===== src/rtl/regex_cpu_pipelined.sv =====
// Pipelined regex thread executor.
// A thread (pc, cc_id) is accepted, its instruction word is fetched from
// external memory, executed against the current character of stream cc_id,
// and any successor threads are pushed into a small output FIFO.
// Optional feature macro: REGEX_CPU_ACCEPT_PARTIAL_EN (ACCEPT_PARTIAL opcode
// accepts unconditionally when defined, is treated as reserved otherwise).

package instruction_package;
  localparam logic [2:0] OP_ACCEPT         = 3'b000;
  localparam logic [2:0] OP_SPLIT          = 3'b001;
  localparam logic [2:0] OP_MATCH_CHAR     = 3'b010;
  localparam logic [2:0] OP_MATCH_ANY      = 3'b011;
  localparam logic [2:0] OP_JMP            = 3'b100;
  localparam logic [2:0] OP_ACCEPT_PARTIAL = 3'b101;
endpackage

module regex_cpu_pipelined
  import instruction_package::*;
#(
  parameter int PC_WIDTH              = 9,
  parameter int CHARACTER_WIDTH       = 8,
  parameter int MEMORY_WIDTH          = 20,
  parameter int MEMORY_ADDR_WIDTH     = 11,
  parameter int FIFO_WIDTH_POWER_OF_2 = 2,
  parameter int CC_ID_BITS            = 2,
  localparam int N_CC                 = 1 << CC_ID_BITS
) (
  input  logic                              clk,
  input  logic                              rst,
  input  logic [N_CC*CHARACTER_WIDTH-1:0]   current_characters,
  input  logic [N_CC-1:0]                   end_of_string,
  input  logic                              input_pc_valid,
  input  logic [CC_ID_BITS-1:0]             input_cc_id,
  input  logic [PC_WIDTH-1:0]               input_pc,
  output logic                              input_pc_ready,
  output logic                              memory_valid,
  output logic [MEMORY_ADDR_WIDTH-1:0]      memory_addr,
  input  logic                              memory_ready,
  input  logic [MEMORY_WIDTH-1:0]           memory_data,
  output logic                              output_pc_valid,
  output logic [CC_ID_BITS-1:0]             output_cc_id,
  output logic [PC_WIDTH-1:0]               output_pc,
  input  logic                              output_pc_ready,
  output logic                              accepts,
  output logic [N_CC-1:0]                   elaborating_chars,
  output logic                              running
);

  localparam int FW    = FIFO_WIDTH_POWER_OF_2;
  localparam int DEPTH = 1 << FW;
  localparam int IDW   = MEMORY_WIDTH - 3;
  // in-flight entries per stream never exceed FIFO depth plus the executing thread
  localparam int CNT_W = FW + 2;

  typedef enum logic [1:0] {S_IDLE, S_FETCH, S_EXEC} state_t;

  state_t                  state_q;
  logic [PC_WIDTH-1:0]     pc_q;
  logic [CC_ID_BITS-1:0]   cc_q;
  logic [MEMORY_WIDTH-1:0] instr_q;
  logic                    exec_first_q;

  logic [PC_WIDTH-1:0]     fifo_pc [DEPTH];
  logic [CC_ID_BITS-1:0]   fifo_cc [DEPTH];
  logic [FW-1:0]           rd_ptr, wr_ptr;
  logic [FW:0]             fifo_cnt;

  // memory_data is only valid in the first execute cycle; a stalled execute
  // replays the copy captured on that cycle's edge
  logic [MEMORY_WIDTH-1:0]  instr;
  logic [2:0]               op;
  logic [IDW-1:0]           data;
  logic [CHARACTER_WIDTH-1:0] cur_char;
  logic                     cur_eos;
  logic [PC_WIDTH-1:0]      pc_inc, push_pc0, push_pc1;
  logic [1:0]               n_push, need, push_cnt;
  logic                     do_acc, exec_go, pop, accept_in;
  logic [FW+1:0]            free;
  logic                     unused_bits;

  assign instr       = exec_first_q ? memory_data : instr_q;
  assign op          = instr[MEMORY_WIDTH-1 -: 3];
  assign data        = instr[IDW-1:0];
  assign unused_bits = ^data[IDW-1:PC_WIDTH];
  assign cur_char    = current_characters[cc_q*CHARACTER_WIDTH +: CHARACTER_WIDTH];
  assign cur_eos     = end_of_string[cc_q];
  assign pc_inc      = pc_q + 1'b1;

  assign memory_addr     = {{(MEMORY_ADDR_WIDTH-PC_WIDTH){1'b0}}, pc_q};
  assign output_pc_valid = (fifo_cnt != '0);
  assign output_pc       = fifo_pc[rd_ptr];
  assign output_cc_id    = fifo_cc[rd_ptr];
  assign pop             = output_pc_valid && output_pc_ready;
  assign accept_in       = input_pc_valid && input_pc_ready;
  // a same-cycle pop frees a slot, so a full FIFO can still take a push
  assign free            = (FW+2)'(DEPTH) - {1'b0, fifo_cnt} + (FW+2)'(pop);
  assign exec_go         = (state_q == S_EXEC) && (free >= (FW+2)'(need));
  assign push_cnt        = exec_go ? n_push : 2'd0;

  // decode: successor count/pcs and accept for the executing thread
  always_comb begin
    n_push   = 2'd0;
    need     = 2'd1;
    push_pc0 = pc_inc;
    push_pc1 = data[PC_WIDTH-1:0];
    do_acc   = 1'b0;
    case (op)
      OP_JMP: begin
        n_push   = 2'd1;
        push_pc0 = data[PC_WIDTH-1:0];
      end
      OP_ACCEPT:     do_acc = cur_eos;
      OP_MATCH_CHAR: if (!cur_eos && cur_char == data[CHARACTER_WIDTH-1:0]) n_push = 2'd1;
      OP_MATCH_ANY:  if (!cur_eos) n_push = 2'd1;
      OP_SPLIT: begin
        n_push = 2'd2;
        need   = 2'd2;
      end
`ifdef REGEX_CPU_ACCEPT_PARTIAL_EN
      OP_ACCEPT_PARTIAL: do_acc = 1'b1;
`else
      OP_ACCEPT_PARTIAL: do_acc = 1'b0;
`endif
      default: ;
    endcase
  end

  // thread FSM: idle -> fetch (request held until handshake) -> execute
  always_ff @(posedge clk or negedge rst) begin
    if (!rst) begin
      state_q        <= S_IDLE;
      input_pc_ready <= 1'b1;
      memory_valid   <= 1'b0;
      pc_q           <= '0;
      cc_q           <= '0;
      instr_q        <= '0;
      exec_first_q   <= 1'b0;
      accepts        <= 1'b0;
    end else begin
      accepts <= 1'b0;
      case (state_q)
        S_IDLE: if (accept_in) begin
          pc_q           <= input_pc;
          cc_q           <= input_cc_id;
          input_pc_ready <= 1'b0;
          memory_valid   <= 1'b1;
          state_q        <= S_FETCH;
        end
        S_FETCH: if (memory_ready) begin
          memory_valid <= 1'b0;
          exec_first_q <= 1'b1;
          state_q      <= S_EXEC;
        end
        S_EXEC: begin
          exec_first_q <= 1'b0;
          if (exec_first_q) instr_q <= memory_data;
          if (exec_go) begin
            accepts        <= do_acc;
            input_pc_ready <= 1'b1;
            state_q        <= S_IDLE;
          end
        end
        default: state_q <= S_IDLE;
      endcase
    end
  end

  // output FIFO: up to two pushes (SPLIT) and one pop per cycle
  always_ff @(posedge clk or negedge rst) begin
    if (!rst) begin
      rd_ptr   <= '0;
      wr_ptr   <= '0;
      fifo_cnt <= '0;
      for (int i = 0; i < DEPTH; i++) begin
        fifo_pc[i] <= '0;
        fifo_cc[i] <= '0;
      end
    end else begin
      if (push_cnt != 2'd0) begin
        fifo_pc[wr_ptr] <= push_pc0;
        fifo_cc[wr_ptr] <= cc_q;
      end
      if (push_cnt == 2'd2) begin
        fifo_pc[FW'(wr_ptr + 1'b1)] <= push_pc1;
        fifo_cc[FW'(wr_ptr + 1'b1)] <= cc_q;
      end
      wr_ptr   <= wr_ptr + FW'(push_cnt);
      rd_ptr   <= rd_ptr + FW'(pop);
      fifo_cnt <= fifo_cnt + (FW+1)'(push_cnt) - (FW+1)'(pop);
    end
  end

  // per-stream count of threads in the pipeline or the FIFO
  for (genvar g = 0; g < N_CC; g++) begin : g_cc
    logic [CNT_W-1:0] cnt_q, inc, dec;
    logic             here;

    assign here = (cc_q == CC_ID_BITS'(g));
    assign inc  = CNT_W'(accept_in && input_cc_id == CC_ID_BITS'(g))
                + (here ? CNT_W'(push_cnt) : '0);
    assign dec  = CNT_W'(exec_go && here)
                + CNT_W'(pop && output_cc_id == CC_ID_BITS'(g));
    assign elaborating_chars[g] = (cnt_q != '0);

    // add arrivals/successors, retire executed and popped threads
    always_ff @(posedge clk or negedge rst) begin
      if (!rst) cnt_q <= '0;
      else      cnt_q <= cnt_q + inc - dec;
    end
  end

  assign running = |elaborating_chars;

endmodule


===== config.mk =====
export PLATFORM = sky130hd
export DESIGN_NAME = regex_cpu_pipelined
export DESIGN_NICKNAME = d
export VERILOG_FILES = /design/src/rtl/regex_cpu_pipelined.sv
export SDC_FILE = /design/constraint.sdc
export NUM_CORES = 1
export LEC_CHECK = 0
export CAP_MARGIN = 20
export CORE_MARGIN = 5
export CORE_UTILIZATION = 45
export CTS_CLUSTER_SIZE = 25
export DETAILED_ROUTE_END_ITERATION = 7
export PLACE_DENSITY = 0.69
export SETUP_SLACK_MARGIN = 0.2
export SLEW_MARGIN = 5
export SYNTH_ARGS = -nofsm -noshare
export SYNTH_HDL_FRONTEND = slang
export SYNTH_SLANG_ARGS = --single-unit

===== constraint.sdc =====
create_clock -name clk -period 8.05 [get_ports clk]
set_input_delay 0.805 -clock clk [delete_from_list [all_inputs] [get_ports clk]]
set_output_delay 0.805 -clock clk [all_outputs]
set_load 0.01 [all_outputs]

======== Word level (Yosys, flattened, before mapping) ========
Index checks and enable logic that the tools add are counted.
operators by class
  mux-type cells .......................... 50
  shift-type cells ........................ 1
  magnitude comparators ................... 7
  reduce and logical (&&, ||, !) cells .... 40
  equality and inequality tests ........... 20
  add/sub/neg operators ................... 24
  bitwise operators ....................... 3
operators by type and width
  kind                                                      count
  bitwise mux 36 bit                                        2
  two-way mux 36 bit                                        2
  two-way mux 9 bit                                         5
  demux 9 bit (select 2 bit)                                2
  variable part select 32 x 6 -> 8 bit                      1
  two-way mux 2 bit                                         13
  two-way mux 20 bit                                        1
  binary-select mux 9 bit (select 2 bit)                    1
  logical AND 1 bit                                         18
  adder 4 x 3 -> 4 bit                                      4
  bitwise mux 8 bit                                         2
  == test 2 bit, second input constant                      8
  two-way mux 8 bit                                         2
  nonzero test 4 bit                                        4
  subtractor 4 x 2 -> 4 bit                                 4
  adder 1 x 2 -> 3 bit                                      4
  two-way mux 1 bit                                         11
  adder 9 x 1 -> 9 bit, second input constant               1
  greater-or-equal comparator 3 bit, second input constant  3
  NOT 2 -> 3 bit                                            3
  AND reduction 3 bit                                       3
  adder 1 x 1 -> 2 bit                                      4
  demux 2 bit (select 2 bit)                                2
  == test 2 x 1 -> 1 bit, second input constant             4
  27 further kinds                                          41
storage, ports and cells
  register bits after elaboration ......... 104
  logic and storage cells ................. 169
  bits of input ports ..................... 72
  output and inout port bits .............. 31

======== Longest topological paths before layout ========
Gate-level depths: netlist of the first run.
  word-level depth ........................ 11
  mapped depth ............................ 18
  gate-level depth less buffers ........... 17

======== Worst setup path after synthesis of the first run ========
OpenSTA, ideal clock, no wires.
  kind .................................... flip-flop to flip-flop
  start ................................... register fifo_cnt[2]
  end ..................................... register g_cc[0].cnt_q[1]
  required time ........................... 7.914 ns
  arrival time ............................ 4.667 ns
  cell stages (with the launch flop) ...... 17
  library setup time ...................... 0.136 ns
  path buffers ............................ 1
  path slack .............................. 3.247 ns
  clock period less this slack ............ 4.803 ns
  path through ............................ dfrtp_1 -> or3_1 -> nand2_1 -> ha_1 -> inv_1 -> ha_1 -> ha_1 -> inv_1 -> o221ai_1 -> nand2_1 -> clkbuf_1 -> nor3_1 -> fa_1 -> fa_1 -> fa_1 -> inv_1 -> fa_1
on the way
  longest elaborated chain between the ends .. 10
  elaborated cells on any way between the ends .. 14
  classes of those cells .................. add/sub (6); order compare (1); mux (2); reduce/logical (5)
ends and longest elaborated chain
  element                                     RTL line  RTL
  from (decl)                                 66        logic [FW:0] fifo_cnt;
  from (signal assigned)                      189       fifo_cnt <= fifo_cnt + (FW+1)'(push_cnt) - (FW+1)'(pop);
  nonzero test 3 bit (*)                      90        assign output_pc_valid = (fifo_cnt != '0);
  net output_pc_valid                         40        output logic output_pc_valid,
  logical AND 1 bit (*)                       93        assign pop = output_pc_valid && output_pc_ready;
  adder 4 x 1 -> 4 bit                        96        assign free = (FW+2)'(DEPTH) - {1'b0, fifo_cnt} + (FW+2)'(pop);
  greater-or-equal comparator 4 x 2 -> 1 bit  97        assign exec_go = (state_q == S_EXEC) && (free >= (FW+2)'(need));
  logical AND 1 bit                           97
  two-way mux 2 bit                           98        assign push_cnt = exec_go ? n_push : 2'd0;
  two-way mux 2 bit                           200       + (here ? CNT_W'(push_cnt) : '0);
  adder 1 x 2 -> 3 bit                        200
  adder 4 x 3 -> 4 bit                        208       else cnt_q <= cnt_q + inc - dec;
  subtractor 4 x 2 -> 4 bit (*)               208
  to (signal assigned)                        208
  to (decl)                                   195       logic [CNT_W-1:0] cnt_q, inc, dec;
Mark *: on every way through the listed nets, which the timed path passes. The rest lies on a longest branch.
A chain may end at the register's enable or synchronous reset.

======== Final worst setup path of the first run ========
  start ................................... register exec_first_q
  end ..................................... register g_cc[0].cnt_q[1]
on the way
  longest elaborated chain between the ends .. 10
  elaborated cells on any way between the ends .. 19
  classes of those cells .................. add/sub (4); order compare (1); eq/ne (5); mux (6); reduce/logical (3)
ends and longest elaborated chain
  element                                                                                 RTL line  RTL
  from (decl)                                                                             61        logic exec_first_q;
  from (signal assigned)                                                                  137       exec_first_q <= 1'b0;
  from (signal assigned)                                                                  151       exec_first_q <= 1'b1;
  from (signal assigned)                                                                  155       exec_first_q <= 1'b0;
  two-way mux 20 bit (*)                                                                  n/a
  == test 3 x 1 -> 1 bit / == test 8 bit (equally long branches)                          107, 113
  two-way mux 2 bit / logical AND 1 bit (equally long branches)                           107, 113
  greater-or-equal comparator 4 x 2 -> 1 bit / two-way mux 1 bit (equally long branches)  97, 113
  logical AND 1 bit / one-hot mux 2 bit (4 select lines) (equally long branches)          97, 107
  two-way mux 2 bit                                                                       98
  two-way mux 2 bit                                                                       200
  adder 1 x 2 -> 3 bit                                                                    200
  adder 4 x 3 -> 4 bit                                                                    208
  subtractor 4 x 2 -> 4 bit (*)                                                           208
Mark *: on every way between the ends. The rest lies on a longest branch, timed or not.

==> metrics.log, run 1 <==
[metrics] All-Layer GR Usage: 0.2003
[metrics] remaining antenna violation count after routing: 0
[metrics] Routability Congestion: 0.8446
[metrics] async set or reset register ratio after synthesis: 1.000
[metrics] average vias per placed instance: ~5.6
[metrics] startpoint class of the critical path: flop
[metrics] placement-stage cell area: about 7000 um^2
[metrics] post-synthesis area per instance: 11.18 um^2
[metrics] count of boundary I/O pins: roughly 100
[metrics] cell types occupying the most area after synthesis: dfrtp_1 39%, mux4_2 7.4%, fa_1 5.6%, ha_1 5.4%, a221o_1 4.8%
[metrics] post-CTS repair timing setup buffer count: 0
[metrics] Iter 0 DRT Violations: 244
[metrics] insertion delay to the later sink of the worst-skew pair: 0.36 ns
[metrics] Root Driver: clkbuf_16
[metrics] Post-CTS Hold Buffers: 0
[metrics] synth warn: 0
[metrics] final non-filler cell area: between 7000 and 8000 um^2
[metrics] routed length per instance: approximately 19 um
[metrics] highest attainable clock frequency: about 0.19 GHz
[metrics] number of max-slew violations in the final report: 0
[metrics] core box area: 13240 um^2
[metrics] worst ir drop on vdd: between 0.15 and 0.2 mV
[metrics] worst min-delay path category: primary input to async pin
[metrics] clock slew at the register clock pins of the worst setup and hold paths: 0.07 ns
[metrics] global-route wire length before repair: 25390 um
[metrics] actual slew at the worst max-slew pin: 0.9507 ns
[metrics] distinct cell type count of the synthesized netlist: 55
[metrics] cells resized by post-CTS repair: 0
[metrics] total vias in the final route: between 4k and 5k
[metrics] Post-synth top flop: dfrtp_1
[metrics] Initial Util: 0.4583
[metrics] TritonCTS clock tree: done
[metrics] initial antenna violation count: 0
[metrics] worst reg2reg path depth: 13
[metrics] flops & latches, synth: between 90 and 100
[metrics] endpoints failing setup: 0
[metrics] row count: 42
[metrics] area growth from synthesis to final layout: 22.94%
[metrics] placed wire-length estimate after detailed placement: about 12000 um
[metrics] RSZ-0062 raised after global routing: false
[metrics] library cell with the highest instance count after synthesis: dfrtp_1
[metrics] most area-hungry cell type in the Yosys netlist: dfrtp_1
[metrics] top cells by count, synth: 95 x dfrtp_1, 65 x nor2_1, 52 x inv_1, 35 x nand2_1, 29 x a221o_1
[metrics] grt ovf: 0
[metrics] Max-Cap Viols: 0
[metrics] clk buf depth: 2
[metrics] result of the run: finished clean
[metrics] minimum clock period: 5.403 ns
[metrics] final-layout worst hold slack: between 0.3 and 0.4 ns
[metrics] power density relative to cell area: 378.2 nW/um^2
[metrics] worst setup path class: flop to flop
[metrics] detailed-routing iteration count for the pre-antenna-repair pass: 5
[metrics] WP data required: 8.28 ns
[metrics] die area: ~16000 um^2
[metrics] largest net degree at the start of global routing: 64
[metrics] Hold Fails Final Rpt: 0
[metrics] cts bufs inserted: 9
[metrics] total of buffers placed on input and output ports: just over 90
[metrics] number of H-tree levels: 3
[metrics] number of global-route vias before repair: 4815
[metrics] die height: around 130 um
[metrics] proportion of synthesized chip area in sequential cells: 0.3960
[metrics] DRC violation count after routing: 0
[metrics] crit-path max FO: 18
[metrics] total wire length after detailed routing: 15320 um
[metrics] horizontal die dimension: roughly 130 um
[metrics] antenna diode instance count: 0
[metrics] number of enable-type register cells in the synthesized netlist: 0
[metrics] area share of the largest cell type after synthesis: 0.3917
[metrics] sum of negative setup slack: 0 ns
[metrics] worst slew margin relative to its limit: 0.3662
[metrics] synthesized instance count: 543
[metrics] leakage power summed over all cells: ~3.3 nW
[metrics] signal arrival time at the worst endpoint: about 5.6 ns
[metrics] Clock Sinks: 96
[metrics] Cell Area, Synth: approximately 6000 um^2
[metrics] Final period util: 0.6712
[metrics] number of nets at the end of the flow: 742
[metrics] Layout Skew: roughly 0.010 ns
[metrics] type of element capturing the critical path: flop
[metrics] fraction of final layout cells with drive strength greater than 1: 0.1521
[where the power goes]
| part | internal (W) | switching, W | leakage (nW) |
|---|---|---|---|
| logic | 0.000679 | 0.000699 | 1.94 |
| clock network | 0.000311 | 0.000191 | 0.169 |
| registers | 0.000704 | 0.000239 | 1.21 |
[cell type report]
type                    instances  area (um^2)
fillers                      1140         5781
multi-input cells             373         3356
flip-flops and latches         96         2404
repair buffers                 95        944.7
clock buffers                  10        239.0
well taps                     176        220.2
inverters                      52        195.2
clock inverters                 5        103.9
[state kept, by name (all words and copies together), names as in the netlist, 2 cells and up]
register,cells
cc_q,2
fifo_cc,8
fifo_cnt,3
state_q,2
instr_q,12
g_cc.cnt_q,16
rd_ptr,2
wr_ptr,2
pc_q,9
fifo_pc,36
[routing by layer]
| metal | vias up | share of wire | global-route usage | wire length [um] |
|---|---|---|---|---|
| met5 | - | 0 | 0 | 0 |
| met4 | 0 | 0.031 | 0.06877 | 473 |
| met3 | 28 | 0.067 | 0.05334 | 1033 |
| met2 | 154 | 0.49 | 0.3365 | 7548 |
| met1 | 2274 | 0.41 | 0.2509 | 6264 |
| li1 | 2097 | - | - | - |
[logic make-up after synthesis]
family | count (synthesis) | share of synthesized area
buffers and inverters | 75 | 0.05257
xor gates and xnor gates | 28 | 0.04040
and+or+nand+nor | 160 | 0.1303
other | 1 | 0.0006178
adders and majority gates | 43 | 0.1097
muxes | 56 | 0.1449
DFF | 96 | 0.3960
AOI/OAI and AO/OA | 84 | 0.1255
[layout by cell type (no fill, tap or decap), drive strengths merged, types with 11 or more instances in the layout]
| master | synthesis | layout |
|---|---|---|
| dfrtp | 95 | 95 |
| clkdlybuf4s50 | 0 | 91 |
| nor2 | 66 | 66 |
| inv | 52 | 53 |
| nand2 | 35 | 35 |
| a221o | 29 | 29 |
| ha | 26 | 26 |
| mux2 | 23 | 23 |
| xor2 | 20 | 20 |
| mux4 | 20 | 20 |
| fa | 17 | 17 |
| o21ai | 17 | 17 |
| mux2i | 13 | 13 |
| nand3 | 12 | 12 |
| nor3 | 11 | 11 |
[stage by stage]
| step | worst slack [ns] | util | std cells | total power [W] |
|---|---|---|---|---|
| finish | 2.647 | 0.5635 | 807 | 0.002822 |
| global route | 2.323 | 0.5635 | 807 | 0.003042 |
| CTS | 2.601 | 0.5626 | 806 | 0.002847 |
| detailed placement | 2.278 | 0.5368 | 791 | 0.002340 |
| global placement | 2.454 | 0.5368 | 791 | 0.002271 |
| floorplan | 3.247 | - | 544 | 0.001890 |
[worst max-delay path, stage by stage, from the launching register on]
cell and delay (ns):
dfrtp_1 0.94, nor3b_1 0.34, o21a_2 0.24, inv_1 0.08
ha_1 0.28, inv_1 0.04, o221ai_1 0.40, nand2_1 0.64
nor3_1 0.39, fa_1 0.50, fa_1 0.51, fa_1 0.39
inv_1 0.10, fa_1 0.42
[path summary, 6_finish.rpt]
check | start | to | slack (ns)
max | exec_first_q | g_cc[0].cnt_q[1] | 2.65
min | rst | fifo_pc[22] | 0.37
max reg2reg | exec_first_q | g_cc[0].cnt_q[1] | 2.65
min reg2reg | instr_q[7] | instr_q[7] | 0.48
max in group asynchronous | rst | fifo_cnt[2] | 6.49
min in group clk | instr_q[7] | instr_q[7] | 0.48
(Power assumes the default switching activity.)
==> run 2: changes to the inputs <==
clock period = 5.3 ns   (was 8.05 ns; I/O delays follow)
==> run 2 against run 1 <==
  * Fmax up 16%
  * Critical path depth is 3 higher
  * Clock power increased by 35%
  * Worst hold slack got worse by 0.25 ns
  * Final area is essentially flat
  * Non-clock buffer count rose by 6
  * Critical path type unchanged
  * Critical endpoint unchanged
  * Highest routed layer unchanged
==> metrics.log, run 2 (same netlist as run 1, synthesis figures left out) <==
[metrics] utilization after layout: 0.5640 (was 0.5635)
[metrics] Final period util: 0.8808 (was 0.6712)
[metrics] total of buffers placed on input and output ports: 92 (unchanged)
[metrics] Tot Pwr: 0.004253 W (was 0.002822 W)
[metrics] antenna diode instance count: 0 (unchanged)
[metrics] cell family contributing the most delay on the critical path: adder cells (unchanged)
[metrics] top flop regs: fifo_pc x36, g_cc.cnt_q x16, instr_q x12 (unchanged)
[metrics] part of the power in registers: 0.337 (was 0.334)
[metrics] commonest cells after routing, fill and taps aside: 95 x dfrtp_1, 91 x clkdlybuf4s50_1, 65 x nor2_1 (unchanged)
[metrics] All-Layer GR Usage: 0.2031 (was 0.2003)
[metrics] most common cell after layout, fill and taps aside: dfrtp_1 (unchanged)
[metrics] endpoints failing setup: 0 (unchanged)
[metrics] insertion delay to the later sink of the worst-skew pair: 0.35 ns (was 0.36 ns)
[metrics] DP Worst Slack: 0.5396 ns (was 2.278 ns)
[metrics] share of power burned in combinational logic: 0.504 (was 0.488)
[metrics] cell chain of the critical path: or3_1 -> nand2_1 -> ha_1 -> inv_1 -> ha_1 -> ha_1 -> inv_1 -> o221ai_1 -> buf_4 -> nand2_1 -> nor3_1 -> fa_1 -> fa_1 -> fa_1 -> inv_1 -> fa_1 (was nor3b_1 -> o21a_2 -> inv_1 -> ha_1 -> inv_1 -> o221ai_1 -> nand2_1 -> nor3_1 -> fa_1 -> fa_1 -> fa_1 -> inv_1 -> fa_1)
[metrics] global-route wire length before repair: 25760 um (was 25390 um)
[metrics] Max-Cap Viols: 0 (unchanged)
[metrics] WP buf/inv: 4 (was 3)
[metrics] Iter 0 DRT Violations: 306 (was 244)
[metrics] horizontal die dimension: 126.1 um (unchanged)
[metrics] Placed Instances: 798 (was 791)
[metrics] count of boundary I/O pins: 103 (unchanged)
[metrics] DRC violation count after routing: 0 (unchanged)
[metrics] detailed-routing iteration count for the pre-antenna-repair pass: 5 (unchanged)
[metrics] total wire length after detailed routing: 15610 um (was 15320 um)
[metrics] switching power share of the total: 0.4077 (was 0.3998)
[metrics] die area: 15910 um^2 (unchanged)
[metrics] routed length per instance: 19.18 um (was 18.98 um)
[metrics] grt ovf: 0 (unchanged)
[metrics] cells resized by post-CTS repair: 0 (unchanged)
[metrics] cts bufs inserted: 9 (unchanged)
[metrics] minimum clock period: 4.668 ns (was 5.403 ns)
[metrics] Initial Util: 0.4583 (unchanged)
[metrics] core box area: 13240 um^2 (unchanged)
[metrics] crit-path max FO: 6 (was 18)
[metrics] worst setup path class: flop to flop (unchanged)
[metrics] placed wire-length estimate after detailed placement: 11700 um (was 11530 um)
[metrics] Hold Fails Final Rpt: 0 (unchanged)
[metrics] number of flip-flops under the largest register name: 36 (unchanged)
[metrics] number of max-slew violations in the final report: 0 (unchanged)
[metrics] clock slew at the register clock pins of the worst setup and hold paths: 0.07 ns (about the same)
[metrics] actual slew at the worst max-slew pin: 0.9490 ns (was 0.9507 ns)
[metrics] initial antenna violation count: 0 (unchanged)
[metrics] Int Pwr: 0.002519 W (was 0.001694 W)
[metrics] worst slew margin relative to its limit: 0.3673 (was 0.3662)
[metrics] fraction of final layout cells with drive strength greater than 1: 0.1599 (was 0.1521)
[metrics] worst min-delay path category: primary input to async pin (unchanged)
[metrics] clk buf depth: 2 (unchanged)
[metrics] crit-path most repeated cell: fa_1 (unchanged)
[metrics] delay contributed by the slowest stage of the critical path: 0.52 ns (was 0.94 ns)
[metrics] TritonCTS clock tree: done (unchanged)
[metrics] worst ir drop on vdd: 0.2990 mV (was 0.1815 mV)
[metrics] highest attainable clock frequency: 0.2142 GHz (was 0.1851 GHz)
[metrics] register with the most flip-flops: fifo_pc (unchanged)
[metrics] row count: 42 (unchanged)
[metrics] signal arrival time at the worst endpoint: 4.89 ns (was 5.63 ns)
[metrics] die height: 126.1 um (unchanged)
[metrics] crit path max-delay cell type: fa_1 (was dfrtp_1)
[metrics] average vias per placed instance: 5.683 (was 5.642)
[metrics] Root Driver: clkbuf_16 (unchanged)
[metrics] WP data required: 5.52 ns (was 8.28 ns)
[metrics] final standard cell count with taps included and fillers excluded: 814 (was 807)
[metrics] type of element capturing the critical path: flop (unchanged)
[metrics] sum of negative setup slack: 0 ns (unchanged)
[metrics] post-CTS repair timing setup buffer count: 0 (unchanged)
[metrics] part of the total power dissipated in the clock network: 0.159 (was 0.178)
[metrics] leakage power summed over all cells: 3.327 nW (was 3.319 nW)
[metrics] Clock Sinks: 96 (unchanged)
[metrics] largest net degree at the start of global routing: 62 (was 64)
[metrics] final setup slack of the worst path: 0.6316 ns (was 2.647 ns)
[metrics] number of nets at the end of the flow: 748 (was 742)
[metrics] startpoint class of the critical path: flop (unchanged)
[metrics] Layout Skew: 0.008501 ns (was 0.01025 ns)
[metrics] total vias in the final route: 4626 (was 4553)
[metrics] switching power total: 0.001734 W (was 0.001128 W)
[metrics] number of global-route vias before repair: 4988 (was 4815)
[metrics] power density relative to cell area: 569.5 nW/um^2 (was 378.2 nW/um^2)
[metrics] remaining antenna violation count after routing: 0 (unchanged)
[metrics] Routability Congestion: 0.8521 (was 0.8446)
[metrics] RSZ-0062 raised after global routing: false (unchanged)
[metrics] area growth from synthesis to final layout: 23.05% (was 22.94%)
[metrics] Post-CTS Hold Buffers: 0 (unchanged)
[metrics] number of H-tree levels: 3 (unchanged)
[metrics] result of the run: finished clean (unchanged)
-- run 2: cell types whose count changed in the layout (fill, tap and decap cells not counted), sizes merged --
cell	before	now
clkbuf	10	12
buf	4	10
bufinv	3	1
clkinvlp	0	1
-- run 2: final timing paths --
path,start,to,slack (ns),cells after the start
max,fifo_cnt[2],g_cc[0].cnt_q[1],0.63,16
min,rst,fifo_pc[31],0.12,1
max reg2reg,fifo_cnt[2],g_cc[0].cnt_q[1],0.63,16
min reg2reg,instr_q[8],instr_q[8],0.48,2
max in group asynchronous,rst,instr_q[18],4.00,2
min in group clk,instr_q[8],instr_q[8],0.48,2
-- run 2: layout make-up --
cell class / instances / area, um^2
fillers: 1139 / 5774
multi-input cells: 373 / 3356
flip-flops and latches: 96 / 2404
repair buffers: 101 / 985.9
clock buffers: 12 / 256.5
well taps: 176 / 220.2
inverters: 52 / 195.2
clock inverters: 4 / 51.30
-- run 2: metrics by stage --
| stage | hold WS, ns | cell area [um^2] |
|---|---|---|
| after floorplan | 0.2344 | 6073 |
| after global placement | 0.4619 | 7161 |
| after detailed placement | 0.4696 | 7161 |
| after CTS | 0.1363 | 7468 |
| after global routing | 0.1666 | 7468 |
| final | 0.1228 | 7468 |
-- run 2: metal layers --
layer,vias up,GRT usage,part of all wire
met5,-,0,0
met1,2325,0.2522,0.42
li1,2099,-,-
met4,0,0.08328,0.027
met3,33,0.05165,0.060
met2,169,0.3390,0.50
-- run 2: power groups by stage --
stage,registers (W),clock network (W),logic (W)
global placement,0.00141,0,0.00207
finish,0.00143,0.000677,0.00214
floorplan,0.00126,0,0.00161
global route,0.00148,0.000717,0.00237
detailed placement,0.00144,0,0.00216
CTS,0.00143,0.000690,0.00217
